$ cat config.mk
export PLATFORM = sky130hd
export DESIGN_NAME = axi4_lite_master_adaptor
export DESIGN_NICKNAME = d
export VERILOG_FILES = /design/src/rtl/axi4_lite_pkg.sv /design/src/rtl/axi4_lite_sat_counter.sv /design/src/rtl/axi4_lite_master_adaptor.sv
export SDC_FILE = /design/constraint.sdc
export NUM_CORES = 1
export LEC_CHECK = 0
export CAP_MARGIN = 20
export CORE_MARGIN = 1
export CORE_UTILIZATION = 37
export DETAILED_ROUTE_END_ITERATION = 8
export PLACE_DENSITY = 0.75
export SETUP_SLACK_MARGIN = 0.5
export SYNTH_ARGS = -nofsm -noshare
export SYNTH_HDL_FRONTEND = slang
export SYNTH_SLANG_ARGS = --single-unit
export TNS_END_PERCENT = 50
$ cat constraint.sdc
create_clock -name aclk -period 5.9 [get_ports aclk]
set_input_delay 1.77 -clock aclk [delete_from_list [all_inputs] [get_ports aclk]]
set_output_delay 1.77 -clock aclk [all_outputs]
set_load 0.005 [all_outputs]
$ cat src/rtl/axi4_lite_pkg.sv
// Shared definitions for the AXI4-Lite master adaptor: response codes,
// FSM state encodings and a response classification helper.
package axi4_lite_pkg;

    localparam logic [1:0] RESP_OKAY   = 2'b00;
    localparam logic [1:0] RESP_EXOKAY = 2'b01;
    localparam logic [1:0] RESP_SLVERR = 2'b10;
    localparam logic [1:0] RESP_DECERR = 2'b11;

    typedef enum logic [1:0] {
        W_IDLE = 2'b00,
        W_ADDR = 2'b01,
        W_RESP = 2'b10
    } wr_state_e;

    typedef enum logic [1:0] {
        R_IDLE = 2'b00,
        R_ADDR = 2'b01,
        R_DATA = 2'b10
    } rd_state_e;

    // Any response other than OKAY counts as an error completion.
    function automatic logic resp_is_err(input logic [1:0] resp);
        return (resp != RESP_OKAY);
    endfunction

endpackage

$ cat src/rtl/axi4_lite_sat_counter.sv
// Saturating up-counter: increments on inc_i, sticks at all-ones.
module axi4_lite_sat_counter #(
    parameter int WIDTH = 8
) (
    input  logic             clk_i,
    input  logic             rst_i,
    input  logic             inc_i,
    output logic [WIDTH-1:0] count_o
);

    logic [WIDTH-1:0] count_q;
    logic [WIDTH-1:0] count_d;

    // Next count: step by one unless already saturated.
    always_comb begin
        count_d = count_q;
        if (inc_i && (count_q != {WIDTH{1'b1}})) begin
            count_d = count_q + {{(WIDTH-1){1'b0}}, 1'b1};
        end else begin
            count_d = count_q;
        end
    end

    // Count register.
    always_ff @(posedge clk_i or posedge rst_i) begin
        if (rst_i) begin
            count_q <= {WIDTH{1'b0}};
        end else begin
            count_q <= count_d;
        end
    end

    assign count_o = count_q;

endmodule

$ cat src/rtl/axi4_lite_master_adaptor.sv
// AXI4-Lite master: turns local write/read commands into AXI4-Lite
// transactions with independent write and read FSMs (one outstanding each).
// Optional error counters are built when AXI4_LITE_MASTER_ERR_CNT_EN is defined.
module axi4_lite_master_adaptor
    import axi4_lite_pkg::*;
#(
    parameter int ADDR_WIDTH = 32,
    parameter int DATA_WIDTH = 32
`ifdef AXI4_LITE_MASTER_ERR_CNT_EN
    ,
    parameter int ERR_CNT_W  = 8
`endif
) (
    input  logic                    aclk,
    input  logic                    areset,
    // local write command / completion
    input  logic                    wr_start_in,
    input  logic [ADDR_WIDTH-1:0]   wr_addr_in,
    input  logic [DATA_WIDTH-1:0]   wr_data_in,
    input  logic [DATA_WIDTH/8-1:0] wr_strb_in,
    input  logic [2:0]              wr_prot_in,
    output logic                    wr_ready_out,
    output logic                    wr_done_out,
    output logic [1:0]              wr_resp_out,
    // local read command / completion
    input  logic                    rd_start_in,
    input  logic [ADDR_WIDTH-1:0]   rd_addr_in,
    input  logic [2:0]              rd_prot_in,
    output logic                    rd_ready_out,
    output logic                    rd_done_out,
    output logic [DATA_WIDTH-1:0]   rd_data_out,
    output logic [1:0]              rd_resp_out,
    // AW channel
    output logic [ADDR_WIDTH-1:0]   awaddr_out,
    output logic [2:0]              awprot_out,
    output logic                    awvalid_out,
    input  logic                    awready_in,
    // W channel
    output logic [DATA_WIDTH-1:0]   wdata_out,
    output logic [DATA_WIDTH/8-1:0] wstrb_out,
    output logic                    wvalid_out,
    input  logic                    wready_in,
    // B channel
    input  logic [1:0]              bresp_in,
    input  logic                    bvalid_in,
    output logic                    bready_out,
    // AR channel
    output logic [ADDR_WIDTH-1:0]   araddr_out,
    output logic [2:0]              arprot_out,
    output logic                    arvalid_out,
    input  logic                    arready_in,
    // R channel
    input  logic [DATA_WIDTH-1:0]   rdata_in,
    input  logic [1:0]              rresp_in,
    input  logic                    rvalid_in,
    output logic                    rready_out
`ifdef AXI4_LITE_MASTER_ERR_CNT_EN
    ,
    output logic [ERR_CNT_W-1:0]    wr_err_cnt_out,
    output logic [ERR_CNT_W-1:0]    rd_err_cnt_out
`endif
);

    localparam int STRB_WIDTH = DATA_WIDTH / 8;

    // ---------------- write path ----------------
    wr_state_e               wr_state_q, wr_state_d;
    logic [ADDR_WIDTH-1:0]   awaddr_q,   awaddr_d;
    logic [2:0]              awprot_q,   awprot_d;
    logic [DATA_WIDTH-1:0]   wdata_q,    wdata_d;
    logic [STRB_WIDTH-1:0]   wstrb_q,    wstrb_d;
    logic                    awvalid_q,  awvalid_d;
    logic                    wvalid_q,   wvalid_d;
    logic                    bready_q,   bready_d;
    logic                    wr_ready_q, wr_ready_d;
    logic                    wr_done_q,  wr_done_d;
    logic [1:0]              wr_resp_q,  wr_resp_d;
    logic                    aw_pend_s;
    logic                    w_pend_s;

    // A channel stays pending while its valid is up and not yet accepted.
    assign aw_pend_s = awvalid_q & ~awready_in;
    assign w_pend_s  = wvalid_q  & ~wready_in;

    // Write FSM next state and next register values.
    always_comb begin
        wr_state_d = wr_state_q;
        awaddr_d   = awaddr_q;
        awprot_d   = awprot_q;
        wdata_d    = wdata_q;
        wstrb_d    = wstrb_q;
        awvalid_d  = awvalid_q;
        wvalid_d   = wvalid_q;
        bready_d   = bready_q;
        wr_done_d  = 1'b0;
        wr_resp_d  = wr_resp_q;
        case (wr_state_q)
            W_IDLE: begin
                if (wr_ready_q && wr_start_in) begin
                    awaddr_d   = wr_addr_in;
                    awprot_d   = wr_prot_in;
                    wdata_d    = wr_data_in;
                    wstrb_d    = wr_strb_in;
                    awvalid_d  = 1'b1;
                    wvalid_d   = 1'b1;
                    wr_state_d = W_ADDR;
                end else begin
                    wr_state_d = W_IDLE;
                end
            end
            W_ADDR: begin
                // AW and W retire independently; B is opened once both are gone.
                awvalid_d = aw_pend_s;
                wvalid_d  = w_pend_s;
                if (!aw_pend_s && !w_pend_s) begin
                    bready_d   = 1'b1;
                    wr_state_d = W_RESP;
                end else begin
                    wr_state_d = W_ADDR;
                end
            end
            W_RESP: begin
                if (bvalid_in && bready_q) begin
                    wr_resp_d  = bresp_in;
                    wr_done_d  = 1'b1;
                    bready_d   = 1'b0;
                    wr_state_d = W_IDLE;
                end else begin
                    wr_state_d = W_RESP;
                end
            end
            default: begin
                awvalid_d  = 1'b0;
                wvalid_d   = 1'b0;
                bready_d   = 1'b0;
                wr_state_d = W_IDLE;
            end
        endcase
        // Ready reopens the cycle after the done pulse.
        wr_ready_d = (wr_state_d == W_IDLE) && !wr_done_d;
    end

    // Write path registers.
    always_ff @(posedge aclk or posedge areset) begin
        if (areset) begin
            wr_state_q <= W_IDLE;
            awaddr_q   <= {ADDR_WIDTH{1'b0}};
            awprot_q   <= 3'b000;
            wdata_q    <= {DATA_WIDTH{1'b0}};
            wstrb_q    <= {STRB_WIDTH{1'b0}};
            awvalid_q  <= 1'b0;
            wvalid_q   <= 1'b0;
            bready_q   <= 1'b0;
            wr_ready_q <= 1'b1;
            wr_done_q  <= 1'b0;
            wr_resp_q  <= 2'b00;
        end else begin
            wr_state_q <= wr_state_d;
            awaddr_q   <= awaddr_d;
            awprot_q   <= awprot_d;
            wdata_q    <= wdata_d;
            wstrb_q    <= wstrb_d;
            awvalid_q  <= awvalid_d;
            wvalid_q   <= wvalid_d;
            bready_q   <= bready_d;
            wr_ready_q <= wr_ready_d;
            wr_done_q  <= wr_done_d;
            wr_resp_q  <= wr_resp_d;
        end
    end

    // ---------------- read path ----------------
    rd_state_e               rd_state_q, rd_state_d;
    logic [ADDR_WIDTH-1:0]   araddr_q,   araddr_d;
    logic [2:0]              arprot_q,   arprot_d;
    logic                    arvalid_q,  arvalid_d;
    logic                    rready_q,   rready_d;
    logic                    rd_ready_q, rd_ready_d;
    logic                    rd_done_q,  rd_done_d;
    logic [DATA_WIDTH-1:0]   rd_data_q,  rd_data_d;
    logic [1:0]              rd_resp_q,  rd_resp_d;

    // Read FSM next state and next register values.
    always_comb begin
        rd_state_d = rd_state_q;
        araddr_d   = araddr_q;
        arprot_d   = arprot_q;
        arvalid_d  = arvalid_q;
        rready_d   = rready_q;
        rd_done_d  = 1'b0;
        rd_data_d  = rd_data_q;
        rd_resp_d  = rd_resp_q;
        case (rd_state_q)
            R_IDLE: begin
                if (rd_ready_q && rd_start_in) begin
                    araddr_d   = rd_addr_in;
                    arprot_d   = rd_prot_in;
                    arvalid_d  = 1'b1;
                    rd_state_d = R_ADDR;
                end else begin
                    rd_state_d = R_IDLE;
                end
            end
            R_ADDR: begin
                if (arvalid_q && arready_in) begin
                    arvalid_d  = 1'b0;
                    rready_d   = 1'b1;
                    rd_state_d = R_DATA;
                end else begin
                    rd_state_d = R_ADDR;
                end
            end
            R_DATA: begin
                if (rvalid_in && rready_q) begin
                    rd_data_d  = rdata_in;
                    rd_resp_d  = rresp_in;
                    rd_done_d  = 1'b1;
                    rready_d   = 1'b0;
                    rd_state_d = R_IDLE;
                end else begin
                    rd_state_d = R_DATA;
                end
            end
            default: begin
                arvalid_d  = 1'b0;
                rready_d   = 1'b0;
                rd_state_d = R_IDLE;
            end
        endcase
        rd_ready_d = (rd_state_d == R_IDLE) && !rd_done_d;
    end

    // Read path registers.
    always_ff @(posedge aclk or posedge areset) begin
        if (areset) begin
            rd_state_q <= R_IDLE;
            araddr_q   <= {ADDR_WIDTH{1'b0}};
            arprot_q   <= 3'b000;
            arvalid_q  <= 1'b0;
            rready_q   <= 1'b0;
            rd_ready_q <= 1'b1;
            rd_done_q  <= 1'b0;
            rd_data_q  <= {DATA_WIDTH{1'b0}};
            rd_resp_q  <= 2'b00;
        end else begin
            rd_state_q <= rd_state_d;
            araddr_q   <= araddr_d;
            arprot_q   <= arprot_d;
            arvalid_q  <= arvalid_d;
            rready_q   <= rready_d;
            rd_ready_q <= rd_ready_d;
            rd_done_q  <= rd_done_d;
            rd_data_q  <= rd_data_d;
            rd_resp_q  <= rd_resp_d;
        end
    end

    // ---------------- optional error counters ----------------
`ifdef AXI4_LITE_MASTER_ERR_CNT_EN
    logic wr_err_inc_s;
    logic rd_err_inc_s;

    assign wr_err_inc_s = (wr_state_q == W_RESP) && bvalid_in && bready_q && resp_is_err(bresp_in);
    assign rd_err_inc_s = (rd_state_q == R_DATA) && rvalid_in && rready_q && resp_is_err(rresp_in);

    axi4_lite_sat_counter #(.WIDTH(ERR_CNT_W)) u_wr_err_cnt (
        .clk_i   (aclk),
        .rst_i   (areset),
        .inc_i   (wr_err_inc_s),
        .count_o (wr_err_cnt_out)
    );

    axi4_lite_sat_counter #(.WIDTH(ERR_CNT_W)) u_rd_err_cnt (
        .clk_i   (aclk),
        .rst_i   (areset),
        .inc_i   (rd_err_inc_s),
        .count_o (rd_err_cnt_out)
    );
`else
`endif

    // ---------------- outputs ----------------
    assign wr_ready_out = wr_ready_q;
    assign wr_done_out  = wr_done_q;
    assign wr_resp_out  = wr_resp_q;
    assign awaddr_out   = awaddr_q;
    assign awprot_out   = awprot_q;
    assign awvalid_out  = awvalid_q;
    assign wdata_out    = wdata_q;
    assign wstrb_out    = wstrb_q;
    assign wvalid_out   = wvalid_q;
    assign bready_out   = bready_q;

    assign rd_ready_out = rd_ready_q;
    assign rd_done_out  = rd_done_q;
    assign rd_data_out  = rd_data_q;
    assign rd_resp_out  = rd_resp_q;
    assign araddr_out   = araddr_q;
    assign arprot_out   = arprot_q;
    assign arvalid_out  = arvalid_q;
    assign rready_out   = rready_q;

endmodule
==> results.txt <==
----------------------------------------------------
[Global routing]
  Global-route wire length before repair ... 24200 µm
  Largest net degree at the start of global routing ... 156
  Via count of the first global-routing pass ... 4431
  Number of antenna violations at the first check in global routing ... 0
  Global Route Usage Sum ... 18.2%
  Remaining global-route overflow ... 0

[Clock network]
  Cell chosen for the clock root ... sky130_fd_sc_hd__clkbuf_16
  Total CTS buffers ... 17
  Register clock-pin slew on the reported worst setup and hold paths ... 0.07 ns
  Deepest level of the CTS H-tree ... 4
  Clock latency at the later pin of the worst-skew pair ... 0.42 ns
  Setup Buffers After CTS ... 0
  Sink count of the clock tree ... 155
  Count of instances resized after the clock tree is built ... 0
  Number of buffers inserted by hold repair at cts ... 0
  Worst-case clock buffer depth ... 2
  CTS tree ... built

[Setup path]
  Path type of the worst setup path ... input port to flip-flop
  Kind of capture point of the worst setup path ... flip-flop
  Crit. Startpoint ... wr_start_in
  Signal arrival time at the worst endpoint ... 3.62 ns
  Crit path capture ... awaddr_out[14]
  Terminus of the critical flop-to-flop path ... awaddr_out[14]
  Top fanout value on the critical path ... 54
  Required time at the worst-slack endpoint ... 6.20 ns
  Worst R2R Start ... wr_ready_out
  Category of the worst setup path launch point ... input port
  Worst R2R Path Depth ... 4
  Worst R2R Setup Slack ... 3.87 ns

[Synth]
  Total of flip-flops plus latches after synthesis ... 155
  Avg Inst Size Synth ... 17.5 µm²
  Number of instances in the synthesized netlist ... 354
  Area fraction of the dominant cell type after synthesis ... 61.8%
  Synth warnings ... 0
  Largest cells by area after synthesis ... sky130_fd_sc_hd__dfrtp_1, sky130_fd_sc_hd__mux2_4, sky130_fd_sc_hd__mux2_2
  Dominant cell type by area after synthesis ... sky130_fd_sc_hd__dfrtp_1
  Distinct cells, synth ... 28
  Netlist area before placement ... 6200 µm²
  Syn nets ... 505
  Sequential fraction of the synthesis area ... 62.6%

[Outcome]
  Outcome ... completed

[Floorplan]
  Count of standard-cell rows ... 46
  Starting utilization of the core area ... 38.5%
  Chip height ... 131 µm
  Core Area ... 16100 µm²
  Total die area ... 17300 µm²
  Die W ... 131 µm
  Io pins ... 302

[STA]
  Worst setup margin ... 2.58 ns
  Worst Max-Slew Pin Slew ... 0.925 ns
  RSZ-0062 raised after global routing ... false
  Finish-stage setup viols ... 0
  Final min period ... 3.32 ns
  Max Fclk ... 0.301 GHz
  Clock Skews ... 0.00914 ns
  Number of failing hold endpoints at the final stage ... 0
  Pins over their slew limit ... 0
  Share of the clock period used by the worst path ... 56.3%
  Normalized max-slew margin ... 38.3%
  Final sum of negative setup slack ... 0 ns

[Layout]
  Area delta synth->final ... 59.8%
  Most frequent standard cell in the layout excluding fill and tap cells ... sky130_fd_sc_hd__clkdlybuf4s50_1
  Top library cells by usage in the layout, fill and taps aside ... sky130_fd_sc_hd__clkdlybuf4s50_1, sky130_fd_sc_hd__dfrtp_1, sky130_fd_sc_hd__mux2_4
  Share of final-layout standard cells stronger than drive strength 1 ... 27.6%
  Total number of nets in the final design ... 813
  Count of filler cells inserted in the layout ... 1216
  Antenna cells ... 0

[Routing]
  Routed vias/inst ... 4.63
  DRC Markers ... 0
  Via count ... 4125
  Number of design-rule violations left by the first detailed-router iteration ... 89
  DRT Wirelength ... 15300 µm
  Final ANT Viol Nets ... 0
  Drt pass-1 iters ... 4
  Detail-routed net length per standard cell ... 17.2 µm

[Flow run]
  Number of violations of the max-capacitance limit ... 0

[Hold path]
  Hold path startpoint ... araddr_out[12]
  Worst hold path class ... flip-flop to flip-flop

[Place]
  Worst Setup Slack post-DPL ... 2.15 ns
  Quantity of I/O buffers inserted on ports ... 301
  Estimated wirelength of the detail-placed design ... 11000 µm
  Final estimated routing congestion in global placement ... 0.819

[Power and ir drop]
  Power per cell area ... 529 nW/µm²
  Standby leakage power ... 0.00431 µW
  Highest ir drop seen on vdd ... 257 µV

----------------------------------------------------
-- cell families (layout without fill, tap and decap cells) --
group           Yosys count  in the layout  synth area share (%)
flops                   155            155                  62.6
mux                     142            142                  30.3
buf+inv                  22            343                  3.43
simple gates             21             21                  2.18
compound gates           13             13                  1.31
xor+xnor                  1              1                 0.141
-- layer usage --
metal	share of wire [%]	GRT usage, %	vias up
met4	1.9	6.72	0
met2	50	30.6	186
li1	-	-	1863
met3	7.6	6.94	20
met5	0	0	-
met1	40	21.1	2056
-- worst max-delay path, stage by stage --
cell,delay (ns)
sky130_fd_sc_hd__clkdlybuf4s50_1,0.47
sky130_fd_sc_hd__nand2_1,0.08
sky130_fd_sc_hd__nor3_4,0.12
sky130_fd_sc_hd__buf_4,0.74
sky130_fd_sc_hd__mux2_2,0.41
-- metrics by stage --
step / area (µm²) / utilization, % / instances / hold slack [ns] / power, µW
floorplan: 6200 / - / 354 / 0.495 / 2930
global placement: 9350 / 58.0 / 859 / 0.489 / 4160
detailed placement: 9350 / 58.0 / 859 / 0.493 / 4230
CTS: 9910 / 61.5 / 891 / 0.509 / 5310
global route: 9910 / 61.5 / 891 / 0.515 / 5510
finish: 9910 / 61.5 / 891 / 0.505 / 5240
-- registers in the layout (all words and copies together), names as in the netlist --
name and cells:
rd_done_out 1, awvalid_out 1, araddr_out 32, awprot_out 3, bready_out 1, wr_resp_out 2, awaddr_out 32, rready_out 1
rd_data_out 32, wr_ready_out 1, arvalid_out 1, rd_state_q 2, rd_resp_out 2, rd_ready_out 1, arprot_out 3, wr_state_q 2
wstrb_out 4, wvalid_out 1, wr_done_out 1, wdata_out 32
-- report_power, final --
group	switching, µW	total [µW]	internal, µW	leakage [µW]
sequential	320	1920	1600	0.00186
combinational	646	2270	1630	0.00219
clock	458	1040	585	0.000256
-- worst min-delay path by stage --
| stage | endpoint | slack (ns) | cells after the start |
|---|---|---|---|
| 3_5_place_dp | wdata_out[20] | 0.49 | 1 |
| 3_3_place_gp | wr_resp_out[0] | 0.49 | 1 |
| 2_1_floorplan | awvalid_out | 0.50 | 1 |
| 6_report | araddr_out[12] | 0.50 | 1 |
| 4_1_cts | wr_resp_out[1] | 0.51 | 1 |
| 5_1_grt | rd_data_out[5] | 0.52 | 1 |
-- synth_stat cells --
cell                          n
sky130_fd_sc_hd__nor2b_4      1
sky130_fd_sc_hd__nor3_4       1
sky130_fd_sc_hd__xor2_1       1
sky130_fd_sc_hd__buf_8        1
sky130_fd_sc_hd__nand2b_1     1
sky130_fd_sc_hd__buf_6        6
sky130_fd_sc_hd__o21ai_0      6
sky130_fd_sc_hd__nand3_1      1
sky130_fd_sc_hd__buf_2        4
sky130_fd_sc_hd__a21o_1       3
sky130_fd_sc_hd__a21oi_1      1
sky130_fd_sc_hd__nor3_1       1
sky130_fd_sc_hd__a2bb2oi_1    1
sky130_fd_sc_hd__buf_4        1
sky130_fd_sc_hd__a31o_2       1
sky130_fd_sc_hd__nand2_1     10
sky130_fd_sc_hd__and2b_1      1
sky130_fd_sc_hd__buf_12       4
sky130_fd_sc_hd__inv_1        6
sky130_fd_sc_hd__nand4b_1     1
sky130_fd_sc_hd__nand3_4      1
sky130_fd_sc_hd__mux2_4      75
sky130_fd_sc_hd__mux2_2      67
sky130_fd_sc_hd__nor3_2       1
sky130_fd_sc_hd__dfrtp_1    153
sky130_fd_sc_hd__dfstp_2      2
sky130_fd_sc_hd__nor2_1       2
sky130_fd_sc_hd__o22ai_1      1
-- final cells by class --
type / instances / area (µm²) / area share (%)
timing repair buffer: 305 / 3060 / 30.8
sequential: 155 / 3880 / 39.2
clock buffer: 17 / 425 / 4.29
inverter: 6 / 26.3 / 0.265
tap: 216 / 270 / 2.73
clock inverter: 15 / 139 / 1.40
multi-input combinational: 177 / 2110 / 21.3
No activity file was read; power rests on OpenSTA's default activity.
